### config.mk
export PLATFORM = sky130hd
export DESIGN_NAME = dmem_arbiter
export DESIGN_NICKNAME = d
export VERILOG_FILES = /design/src/rtl/dmem_arbiter.sv
export SDC_FILE = /design/constraint.sdc
export NUM_CORES = 1
export LEC_CHECK = 0
export BUFFER_PORTS_ARGS = -buffer_cell sky130_fd_sc_hd__buf_2
export CELL_PAD_IN_SITES_DETAIL_PLACEMENT = 1
export CELL_PAD_IN_SITES_GLOBAL_PLACEMENT = 1
export CORE_UTILIZATION = 30
export CTS_CLUSTER_DIAMETER = 30
export DETAILED_ROUTE_END_ITERATION = 10
export HOLD_SLACK_MARGIN = 0.1
export PLACE_DENSITY_LB_ADDON = 0.15
export RECOVER_POWER = 50
export SYNTH_ARGS = -nofsm -noshare
export SYNTH_HDL_FRONTEND = slang
export SYNTH_SLANG_ARGS = --single-unit
### constraint.sdc
create_clock -name clk_i -period 3.68 [get_ports clk_i]
set_clock_uncertainty 0.05 [all_clocks]
set_input_delay 1.104 -clock clk_i [delete_from_list [all_inputs] [get_ports clk_i]]
set_output_delay 1.104 -clock clk_i [all_outputs]
set_load 0.03 [all_outputs]
### src/rtl/dmem_arbiter.sv
// Two-port arbiter/sequencer in front of the word-access data memory.
// Define DMEM_ARB_RR_EN for round-robin ties; otherwise port 0 has fixed priority.
module dmem_arbiter #(
  parameter int ADDR_W = 32,
  parameter int DATA_W = 32
) (
  input  logic              clk_i,
  input  logic              rst_i,

  input  logic              req0_i,
  input  logic              we0_i,
  input  logic [ADDR_W-1:0] addr0_i,
  input  logic [DATA_W-1:0] wdata0_i,
  output logic              ack0_o,
  output logic [DATA_W-1:0] rdata0_o,

  input  logic              req1_i,
  input  logic              we1_i,
  input  logic [ADDR_W-1:0] addr1_i,
  input  logic [DATA_W-1:0] wdata1_i,
  output logic              ack1_o,
  output logic [DATA_W-1:0] rdata1_o,

  output logic              busy_o,

  output logic [ADDR_W-1:0] mem_addr_o,
  output logic [DATA_W-1:0] mem_data_o,
  output logic              mem_write_o,
  output logic              mem_read_o,
  input  logic [DATA_W-1:0] mem_rdata_i
);

  typedef enum logic [1:0] {
    IDLE   = 2'd0,
    ACCESS = 2'd1,
    RESP   = 2'd2
  } state_t;

  state_t             state_q, state_d;
  logic               gnt_q;
  logic               we_q;
  logic               last_grant_q;
  logic [ADDR_W-1:0]  addr_q;
  logic [DATA_W-1:0]  wdata_q;
  logic [DATA_W-1:0]  rdata0_q, rdata1_q;

  logic               any_req;
  logic               win;
  logic               resp_live;

  assign any_req = req0_i | req1_i;

  // Winner index: a lone requester always wins; ties are resolved by policy.
  always_comb begin
    // NOTE: every always_comb output gets a default first so no latch is inferred.
    win = ~req0_i;
    if (req0_i && req1_i) begin
`ifdef DMEM_ARB_RR_EN
      win = ~last_grant_q;
`else
      win = 1'b0;
`endif
    end
  end

  always_comb begin
    state_d = state_q;
    unique case (state_q)
      IDLE:    if (any_req) state_d = ACCESS;
      ACCESS:  state_d = RESP;
      RESP:    state_d = IDLE;
      default: state_d = IDLE;
    endcase
  end

  always_ff @(posedge clk_i) begin
    // NOTE: sequential state uses non-blocking assignments so all flops update together.
    if (!rst_i) state_q <= IDLE;
    else        state_q <= state_d;
  end

  // Request fields are latched once at grant, so requesters may drop them early.
  always_ff @(posedge clk_i) begin
    if (!rst_i) begin
      gnt_q        <= 1'b0;
      we_q         <= 1'b0;
      addr_q       <= '0;
      wdata_q      <= '0;
      last_grant_q <= 1'b1;
    end else begin
      if (state_q == IDLE && any_req) begin
        gnt_q   <= win;
        we_q    <= win ? we1_i    : we0_i;
        addr_q  <= win ? addr1_i  : addr0_i;
        wdata_q <= win ? wdata1_i : wdata0_i;
      end
      if (state_q == RESP) last_grant_q <= gnt_q;
    end
  end

  always_ff @(posedge clk_i) begin
    if (!rst_i) begin
      rdata0_q <= '0;
      rdata1_q <= '0;
    end else if (state_q == RESP && !we_q) begin
      if (gnt_q) rdata1_q <= mem_rdata_i;
      else       rdata0_q <= mem_rdata_i;
    end
  end

  // The memory output is only valid during RESP, so the ack cycle forwards it
  // directly; the held copy takes over from the next cycle.
  assign resp_live = (state_q == RESP) && rst_i;

  assign ack0_o   = resp_live && !gnt_q;
  assign ack1_o   = resp_live &&  gnt_q;
  assign rdata0_o = (ack0_o && !we_q) ? mem_rdata_i : rdata0_q;
  assign rdata1_o = (ack1_o && !we_q) ? mem_rdata_i : rdata1_q;

  assign busy_o      = (state_q != IDLE);
  assign mem_addr_o  = addr_q;
  assign mem_data_o  = wdata_q;
  assign mem_write_o = (state_q == ACCESS) &&  we_q;
  assign mem_read_o  = (state_q == ACCESS) && !we_q;

`ifndef SYNTHESIS
  a_strobe_excl: assert property (@(posedge clk_i) disable iff (!rst_i)
    !(mem_write_o && mem_read_o));
  a_ack_excl: assert property (@(posedge clk_i) disable iff (!rst_i)
    !(ack0_o && ack1_o));
  a_access_one_cycle: assert property (@(posedge clk_i) disable iff (!rst_i)
    (state_q == ACCESS) |=> (state_q != ACCESS));
`endif

endmodule

==> results of run 1 <==
registers in the layout, indices dropped and copies added, names as in the netlist:
signal / count
state_q: 2
we_q: 1
rdata1_q: 32
gnt_q: 1
mem_addr_o: 32
rdata0_q: 32
mem_data_o: 32
power groups by stage:
stage                     Sequential (uW)  Clock, uW  Combinational, uW
after CTS                            1580       1840                801
after detailed placement             1610          0                799
after global routing                 1600       1900                826
after floorplan                      1760          0                338
after global placement               1610          0                783
final                                1590       1800                766
cells by family (layout without fill, tap and decap cells):
logic type	Yosys count	in the layout
buffers and inverters	59	354
flip-flops	132	132
multiplexers	129	129
AO/OA/AOI/OAI	198	198
AND/OR/NAND/NOR	15	15
worst min path at each step:
stage                                    from                   endpoint  depth (start not counted)
floorplan           rdata0_q[21]$_SDFFE_PN0P_  rdata0_q[21]$_SDFFE_PN0P_                          1
global placement    rdata0_q[19]$_SDFFE_PN0P_  rdata0_q[19]$_SDFFE_PN0P_                          1
detailed placement  rdata0_q[13]$_SDFFE_PN0P_  rdata0_q[13]$_SDFFE_PN0P_                          1
CTS                 rdata0_q[15]$_SDFFE_PN0P_  rdata0_q[15]$_SDFFE_PN0P_                          1
global route        rdata0_q[31]$_SDFFE_PN0P_  rdata0_q[31]$_SDFFE_PN0P_                          1
finish              rdata0_q[13]$_SDFFE_PN0P_  rdata0_q[13]$_SDFFE_PN0P_                          1
metal layers:
layer / global-route usage [%] / up-vias / wire length, um
met1: 23.34 / 2575 / 8355
met3: 5.872 / 22 / 1386
met4: 5.772 / 0 / 307
li1: - / 2592 / -
met2: 33.63 / 206 / 9426
met5: 0 / - / 0
critical path: stages:
cell	delay (ns)
buf_2	0.14
nand2_1	0.15
nor2_8	0.24
buf_12	0.21
mux2_2	0.36
buf_2	0.18
stage by stage:
step / area [sq um] / hold slack (ns)
final: 8124 / 0.4180
after global routing: 8124 / 0.4337
after CTS: 8210 / 0.4201
after detailed placement: 7581 / 0.4013
after global placement: 7581 / 0.4010
after floorplan: 5841 / 0.3851
cell type report:
cell class / count / area, sq um
Clock buffer: 22 / 484.2
Inverter: 3 / 11.26
Clock inverter: 10 / 145.1
Multi-Input combinational cell: 342 / 2902
Timing Repair Buffer: 319 / 1614
Tap cell: 260 / 325.3
Fill cell: 2242 / 10770
Sequential cell: 132 / 2643
placed cells by master, fill, tap and decap left out, types with 2 or more instances in the layout:
cell / n
a211oi_1: 66
a21oi_1: 66
a22o_1: 64
buf_12: 4
buf_2: 233
buf_4: 16
bufinv_16: 3
clkbuf_1: 67
clkbuf_16: 17
clkbuf_8: 4
clkinv_4: 2
clkinvlp_4: 2
dfxtp_1: 132
inv_1: 3
inv_6: 2
mux2_1: 29
mux2_2: 35
mux2i_1: 65
nand2b_1: 2
nor2_1: 2
nor2_8: 2
nor3b_1: 2
o21a_1: 2
==> impl_metrics.env, run 1 <==
export IMPL_ioPinCount=299
export IMPL_syn_area_sq_um=5841
export IMPL_ctsHoldBuffers=0
export IMPL_yosys_area_share_xor_xnor_pct=0
export IMPL_synth_cell_types=24
export IMPL_hpwl_um=14190
export IMPL_worst_slew_pin_slew_ns=1.603
export IMPL_rows=50
export IMPL_clock_path_buffers=2
export IMPL_htreeDepth=4
export IMPL_synth_compound_area_share_pct=23.99
export IMPL_yosys_warnings=0
export IMPL_routed_via_density=4.959
export IMPL_drv_cap=1
export IMPL_drc=0
export IMPL_antennaDiodeCount=0
export IMPL_portBuffers=298
export IMPL_rsz0062_at_grt="no"
export IMPL_min_period_ns=3.546
export IMPL_design_die_area_sq_um=20030
export IMPL_yosys_area_share_adder_pct=0
export IMPL_place_gp_congestion=0.7818
export IMPL_numClockSinks=132
export IMPL_antenna_found_initial=0
export IMPL_die_x_um=141.5
export IMPL_first_iter_violations=95
export IMPL_cts_buffers=17
export IMPL_syn_nets=699
export IMPL_synth_ff_type="dfxtp_1"
export IMPL_setup_tns_ns=0
export IMPL_synth_cells=533
export IMPL_clk_pin_slew_ns=0.06
export IMPL_worst_r2r_endpoint="rdata0_q[9]$_SDFFE_PN0P_"
export IMPL_hold_violations=0
export IMPL_syn_avg_cell_area_sq_um=10.96
export IMPL_synthSimpleGateAreaFrac_pct=2.035
export IMPL_ff2ff_path_depth=4
export IMPL_wl_per_cell_um=17.90
export IMPL_fin_crit_sh_pct=96.36
export IMPL_yosys_area_top_type="dfxtp_1"
export IMPL_required_ns=2.53
export IMPL_synth_yosys_seq_area_share_pct=45.24
export IMPL_crit_start="rst_i"
export IMPL_die_height_um=141.5
export IMPL_cp_end_kind="primary output"
export IMPL_cts_resized=0
export IMPL_endpoint="rdata1_o[5]"
export IMPL_grt_pass1_wl_um=30520
export IMPL_cp_arrival_ns=2.39
export IMPL_max_slew_margin_pct=-6.888
export IMPL_setup_viol=0
export IMPL_synth_area_leaders="dfxtp_1 (45%), mux2i_1 (11%), a22o_1 (9.6%), a211oi_1 (8.5%), mux2_2 (6.7%)"
export IMPL_wl_um=19480
export IMPL_layout_cells_non_filler=1088
export IMPL_start_kind="primary input"
export IMPL_p_seq_share_pct=38.2
export IMPL_finalPower_uw=4153
export IMPL_power_frac_clock_pct=43.4
export IMPL_grt_ovfl_total=0
export IMPL_layout_drive_gt1_share_pct=39.13
export IMPL_grt_max_degree=70
export IMPL_fin_ws_ns=0.1338
export IMPL_synth_seq_cells=132
export IMPL_dr_pass1_iters=4
export IMPL_finalMaxSlewViolations=33
export IMPL_combPwrFrac_pct=18.4
export IMPL_violations="max-capacitance violations, max-slew violations"
export IMPL_ant_nets=0
export IMPL_swShare_pct=29.52
export IMPL_initial_core_util_pct=30.91
export IMPL_status="finished with violations"
export IMPL_yosysTopAreaCellShare_pct=45.24
export IMPL_dp_slack_ns=0.1216
export IMPL_timing_fmax_mhz=282.0
export IMPL_switchingPower_uw=1226
export IMPL_yosysMostFrequentCell="dfxtp_1"
export IMPL_fin_util_pct=43.00
export IMPL_final_nets=981
export IMPL_netlist_top_cells_count="dfxtp_1 (132), a211oi_1 (66), a21oi_1 (66)"
export IMPL_placed_cells=1056
export IMPL_ir_worst_vdd_mv=0.3012
export IMPL_grt_usage_pct=19.52
export IMPL_cts_setup_buffers=0
export IMPL_crit_type="primary input to primary output"
export IMPL_cts_tree="yes"
export IMPL_cellPowerDensity_nw_per_um2=511.2
export IMPL_core_sq_um=18890
export IMPL_first_global_vias=5656
export IMPL_reg2reg_slack_ns=1.25
export IMPL_synth_edf_count=0
export IMPL_hold_path_class="flip-flop to flip-flop"
export IMPL_clkLatencyLatePin_ns=0.41
export IMPL_synth_top_family_by_area="compound AO/OA/AOI/OAI gates"
export IMPL_vias=5395
export IMPL_cts_root_buf="clkbuf_16"
export IMPL_yosys_mux_area_fraction_pct=23.48
export IMPL_area_delta_synth_final_pct=39.10
export IMPL_p_int_uw=2927
export IMPL_p_leak_uw=0.003851
export IMPL_async_reset_ff_share_pct=0
export IMPL_crit_fanout=26
export IMPL_reg2reg_from="state_q[1]$_SDFFE_PN0P_"
No activity file was read; power rests on OpenSTA's default activity.
==> inputs of run 2 (changes only) <==
--- a/config.mk
+++ b/config.mk
@@ -8,7 +8,7 @@
 export BUFFER_PORTS_ARGS = -buffer_cell sky130_fd_sc_hd__buf_2
 export CELL_PAD_IN_SITES_DETAIL_PLACEMENT = 1
 export CELL_PAD_IN_SITES_GLOBAL_PLACEMENT = 1
-export CORE_UTILIZATION = 30
+export CORE_UTILIZATION = 36
 export CTS_CLUSTER_DIAMETER = 30
 export DETAILED_ROUTE_END_ITERATION = 10
 export HOLD_SLACK_MARGIN = 0.1
==> impl_metrics.env, run 2 (synthesized netlist as in run 1, its figures left out) <==
export IMPL_place_gp_congestion=0.7885
export IMPL_setup_viol=0
export IMPL_rows=46
export IMPL_fillers=1894
export IMPL_required_ns=2.53
export IMPL_wl_per_cell_um=18.10
export IMPL_htreeDepth=4
export IMPL_ioPinCount=299
export IMPL_initial_core_util_pct=36.77
export IMPL_design_die_area_sq_um=16740
export IMPL_layout_cells_non_filler=1037
export IMPL_reg2reg_from="state_q[0]$_SDFFE_PN0P_"
export IMPL_grt_max_degree=67
export IMPL_reg2reg_slack_ns=1.02
export IMPL_cts_tree="yes"
export IMPL_cp_arrival_ns=2.41
export IMPL_endpoint="rdata0_o[2]"
export IMPL_ant_nets=0
export IMPL_drc=0
export IMPL_first_global_vias=5455
export IMPL_crit_type="flip-flop to primary output"
export IMPL_min_period_ns=3.562
export IMPL_ff2ff_path_depth=4
export IMPL_grt_usage_pct=22.43
export IMPL_cts_root_buf="clkbuf_16"
export IMPL_clock_path_buffers=2
export IMPL_hold_violations=0
export IMPL_violations="max-capacitance violations, max-slew violations"
export IMPL_cts_setup_buffers=0
export IMPL_placed_cells=1005
export IMPL_layout_drive_gt1_share_pct=39.51
export IMPL_portBuffers=298
export IMPL_fin_crit_sh_pct=96.80
export IMPL_rsz0062_at_grt="no"
export IMPL_fin_util_pct=50.30
export IMPL_die_x_um=129.4
export IMPL_cpLargestDelayFamily="simple AND/OR/NAND/NOR gates"
export IMPL_worst_slew_pin_slew_ns=1.697
export IMPL_cts_buffers=17
export IMPL_vias=5385
export IMPL_grt_ovfl_total=0
export IMPL_crit_fanout=36
export IMPL_grt_pass1_wl_um=28770
export IMPL_hold_path_class="flip-flop to flip-flop"
export IMPL_status="finished with violations"
export IMPL_wl_um=18770
export IMPL_die_height_um=129.4
export IMPL_start_kind="flip-flop"
export IMPL_ctsHoldBuffers=0
export IMPL_cp_num_cells=5
export IMPL_ir_worst_vdd_mv=0.3187
export IMPL_clkLatencyLatePin_ns=0.41
export IMPL_area_delta_synth_final_pct=36.80
export IMPL_cts_resized=0
export IMPL_p_leak_uw=0.003816
export IMPL_final_nets=974
export IMPL_max_stage_delay_ns=0.57
export IMPL_numClockSinks=132
export IMPL_cp_buffers_inverters=2
export IMPL_antenna_found_initial=2
export IMPL_setup_tns_ns=0
export IMPL_dr_pass1_iters=4
export IMPL_mostFrequentLayoutCells="buf_2 (240), dfxtp_1 (132), a21oi_1 (66), a211oi_1 (66), mux2i_1 (65)"
export IMPL_hpwl_um=13600
export IMPL_critPathSlowestCell="or3b_1"
export IMPL_worst_r2r_endpoint="rdata0_q[5]$_SDFFE_PN0P_"
export IMPL_clk_pin_slew_ns=0.05
export IMPL_max_slew_margin_pct=-13.15
export IMPL_cellPowerDensity_nw_per_um2=506.2
export IMPL_drv_cap=1
export IMPL_final_common_cell="buf_2"
export IMPL_timing_fmax_mhz=280.7
export IMPL_core_sq_um=15890
export IMPL_routed_via_density=5.193
export IMPL_critical_path_cell_chain="or3b_1, nor2_8, buf_12, mux2_2, buf_2"
export IMPL_first_iter_violations=147
export IMPL_crit_start="state_q[1]$_SDFFE_PN0P_"
export IMPL_finalMaxSlewViolations=33
export IMPL_cp_end_kind="primary output"
==> run 2: where the power goes <==
group | switching, uW | leakage [uW] | internal (uW)
Clock | 624 | 0.000291 | 1080
Sequential | 57.0 | 0.00108 | 1530
Combinational | 508 | 0.00244 | 249
Total | 1190 | 0.00382 | 2860
==> run 2: cell type report <==
| cell class | instances | area [sq um] | share of cell area [%] |
|---|---|---|---|
| flip-flops and latches | 132 | 2643 | 33.07 |
| well taps | 216 | 270.3 | 3.382 |
| repair buffers | 312 | 1564 | 19.57 |
| inverters | 3 | 11.26 | 0.1409 |
| clock buffers | 18 | 439.2 | 5.496 |
| diodes | 1 | 2.502 | 0.03132 |
| multi-input cells | 342 | 2900 | 36.30 |
| clock inverters | 13 | 160.2 | 2.004 |
==> run 2: worst register-to-register path, delay by kind of cell (launching register included) <==
family / cells / cell delay [ns]
AO/OA/AOI/OAI: 2 / 0.48
buffers and inverters: 1 / 1.22
flip-flops: 1 / 0.43
AND/OR/NAND/NOR: 1 / 0.41
==> run 2: how the worst min path moves through the flow <==
stage / start / to / cells after the start
final: rdata0_q[30]$_SDFFE_PN0P_ / rdata0_q[30]$_SDFFE_PN0P_ / 1
after global routing: rdata1_q[14]$_SDFFE_PN0P_ / rdata1_q[14]$_SDFFE_PN0P_ / 1
after CTS: rdata0_q[11]$_SDFFE_PN0P_ / rdata0_q[11]$_SDFFE_PN0P_ / 1
after detailed placement: rdata0_q[11]$_SDFFE_PN0P_ / rdata0_q[11]$_SDFFE_PN0P_ / 1
after global placement: rdata0_q[21]$_SDFFE_PN0P_ / rdata0_q[21]$_SDFFE_PN0P_ / 1
after floorplan: rdata0_q[21]$_SDFFE_PN0P_ / rdata0_q[21]$_SDFFE_PN0P_ / 1
==> run 2: per-layer routing <==
metal / global-route usage, % / part of all wire [%]
met1: 24.60 / 39
met2: 39.63 / 51
met3: 7.267 / 7.2
met4: 9.619 / 2.4
met5: 0 / 0.059
==> run 2: per-stage QoR <==
step / hold slack [ns] / total power (uW) / instance area (sq um) / setup slack [ns]
after floorplan: 0.3851 / 2102 / 5841 / 0.4986
after global placement: 0.3993 / 2376 / 7473 / 0.2274
after detailed placement: 0.4046 / 2398 / 7473 / 0.1837
after CTS: 0.4224 / 4115 / 8073 / 0.09007
after global routing: 0.4366 / 4234 / 7990 / 0.003265
final: 0.4221 / 4044 / 7990 / 0.1178
==> inputs of run 3 (changes only) <==
--- a/config.mk
+++ b/config.mk
@@ -13,7 +13,7 @@
 export DETAILED_ROUTE_END_ITERATION = 10
 export HOLD_SLACK_MARGIN = 0.1
 export PLACE_DENSITY_LB_ADDON = 0.15
-export RECOVER_POWER = 50
+export RECOVER_POWER = 25
 export SYNTH_ARGS = -nofsm -noshare
 export SYNTH_HDL_FRONTEND = slang
 export SYNTH_SLANG_ARGS = --single-unit
==> impl_metrics.env, run 3 (synthesized netlist as in run 1, its figures left out) <==
export IMPL_status="finished with violations"
export IMPL_violations="max-capacitance violations, max-slew violations"
export IMPL_fin_crit_sh_pct=96.69
export IMPL_critical_path_cell_chain="or3b_1, nor2_8, buf_12, mux2_2, buf_2"
export IMPL_rows=46
export IMPL_initial_core_util_pct=36.77
export IMPL_grt_ovfl_total=0
export IMPL_busiest_layer="met2"
export IMPL_dr_pass1_iters=4
export IMPL_placed_cells=1005
export IMPL_swShare_pct=29.29
export IMPL_grt_usage_pct=22.43
export IMPL_area_delta_synth_final_pct=38.07
export IMPL_setup_tns_ns=0
export IMPL_grt_max_degree=67
export IMPL_vias=5392
export IMPL_htreeDepth=4
export IMPL_clk_pin_slew_ns=0.06
export IMPL_cts_tree="yes"
export IMPL_use_met1_pct=24.60
export IMPL_ant_nets=0
export IMPL_first_global_vias=5455
export IMPL_min_period_ns=3.558
export IMPL_die_height_um=129.4
export IMPL_reg2reg_from="state_q[0]$_SDFFE_PN0P_"
export IMPL_grt_pass1_wl_um=28770
export IMPL_antenna_found_initial=2
export IMPL_drv_cap=1
export IMPL_p_leak_uw=0.004024
export IMPL_clkLatencyLatePin_ns=0.41
export IMPL_crit_type="flip-flop to primary output"
export IMPL_cellPowerDensity_nw_per_um2=504.3
export IMPL_ctsHoldBuffers=0
export IMPL_final_nets=974
export IMPL_hold_start="rdata0_q[27]$_SDFFE_PN0P_"
export IMPL_portBuffers=298
export IMPL_core_sq_um=15890
export IMPL_hpwl_um=13600
export IMPL_cp_arrival_ns=2.40
export IMPL_mostFrequentLayoutCells="buf_2 (296), dfxtp_1 (132), a21oi_1 (66), a211oi_1 (66), mux2i_1 (65)"
export IMPL_routed_via_density=5.200
export IMPL_ir_worst_vdd_mv=0.3193
export IMPL_timing_fmax_mhz=281.0
export IMPL_power_frac_clock_pct=41.9
export IMPL_multiInputGateArea_sq_um=2900
export IMPL_wl_per_cell_um=18.14
export IMPL_die_x_um=129.4
export IMPL_fillers=1890
export IMPL_clock_path_buffers=2
export IMPL_cts_resized=0
export IMPL_grt_use_met3_pct=7.267
export IMPL_start_kind="flip-flop"
export IMPL_place_gp_congestion=0.7885
export IMPL_wl_um=18810
export IMPL_cts_buffers=17
export IMPL_cp_end_kind="primary output"
export IMPL_combPwrFrac_pct=19.1
export IMPL_cts_root_buf="clkbuf_16"
export IMPL_cts_setup_buffers=0
export IMPL_switchingPower_uw=1191
export IMPL_seqCellArea_sq_um=2643
export IMPL_critPathSlowestCell="or3b_1"
export IMPL_design_die_area_sq_um=16740
export IMPL_max_slew_margin_pct=-13.16
export IMPL_p_int_uw=2876
export IMPL_hold_violations=0
export IMPL_ioPinCount=299
export IMPL_required_ns=2.53
export IMPL_final_common_cell="buf_2"
export IMPL_layout_drive_gt1_share_pct=46.46
export IMPL_numClockSinks=132
export IMPL_worst_slew_pin_slew_ns=1.697
export IMPL_use_met2_pct=39.63
export IMPL_rsz0062_at_grt="no"
export IMPL_setup_viol=0
export IMPL_crit_fanout=36
export IMPL_finalMaxSlewViolations=33
export IMPL_layout_cells_non_filler=1037
export IMPL_max_stage_delay_ns=0.56
export IMPL_first_iter_violations=155
export IMPL_drc=0
export IMPL_p_seq_share_pct=39.0
export IMPL_crit_start="state_q[1]$_SDFFE_PN0P_"
export IMPL_hold_path_class="flip-flop to flip-flop"
-- run 3: cell types whose count changed in the layout (fill, tap and decap cells not counted) --
cell / change
buf_4: +1
clkbuf_1: -57
buf_2: +56
-- run 3: power by group through the flow --
stage	registers (uW)	clock network (uW)	logic (uW)
finish	1580	1700	777
global route	1600	1820	839
CTS	1580	1740	788
detailed placement	1610	0	786
global placement	1610	0	769
floorplan	1760	0	338
-- run 3: metal layers --
layer	wire length [um]	vias up
li1	-	2589
met1	7436	2568
met2	9544	197
met3	1335	36
met4	477	2
met5	16	-
-- run 3: per-stage QoR --
step	instance area (sq um)	util, %	setup WS (ns)	hold WS [ns]	power, uW
after global placement	7473	47.05	0.2274	0.3993	2376
after floorplan	5841	-	0.4986	0.3851	2102
final	8064	50.76	0.1216	0.4222	4067
after detailed placement	7473	47.05	0.1837	0.4046	2398
after CTS	8073	50.82	0.09007	0.4224	4115
after global routing	8064	50.76	0.003265	0.4366	4252
-- run 3: final cells by class --
cell class / instances / share of cell area (%)
timing repair buffer: 312 / 20.31
multi-input combinational: 342 / 35.97
inverter: 3 / 0.1396
tap: 216 / 3.351
antenna: 1 / 0.03103
clock inverter: 13 / 1.986
sequential: 132 / 32.77
clock buffer: 18 / 5.446
-- run 3: path summary, 6_finish.rpt --
path,cells after the start,endpoint,slack (ns)
max,5,rdata0_o[2],0.12
min,1,rdata0_q[27]$_SDFFE_PN0P_,0.42
max reg2reg,4,rdata0_q[5]$_SDFFE_PN0P_,1.03
min reg2reg,1,rdata0_q[27]$_SDFFE_PN0P_,0.42
-- run 3: worst max-delay path, delay by kind of cell, from the launching register on --
kind                   cells  cell delay (ns)
buffers and inverters      2             0.40
AND/OR/NAND/NOR            2             0.76
flip-flops                 1             0.44
multiplexers               1             0.36
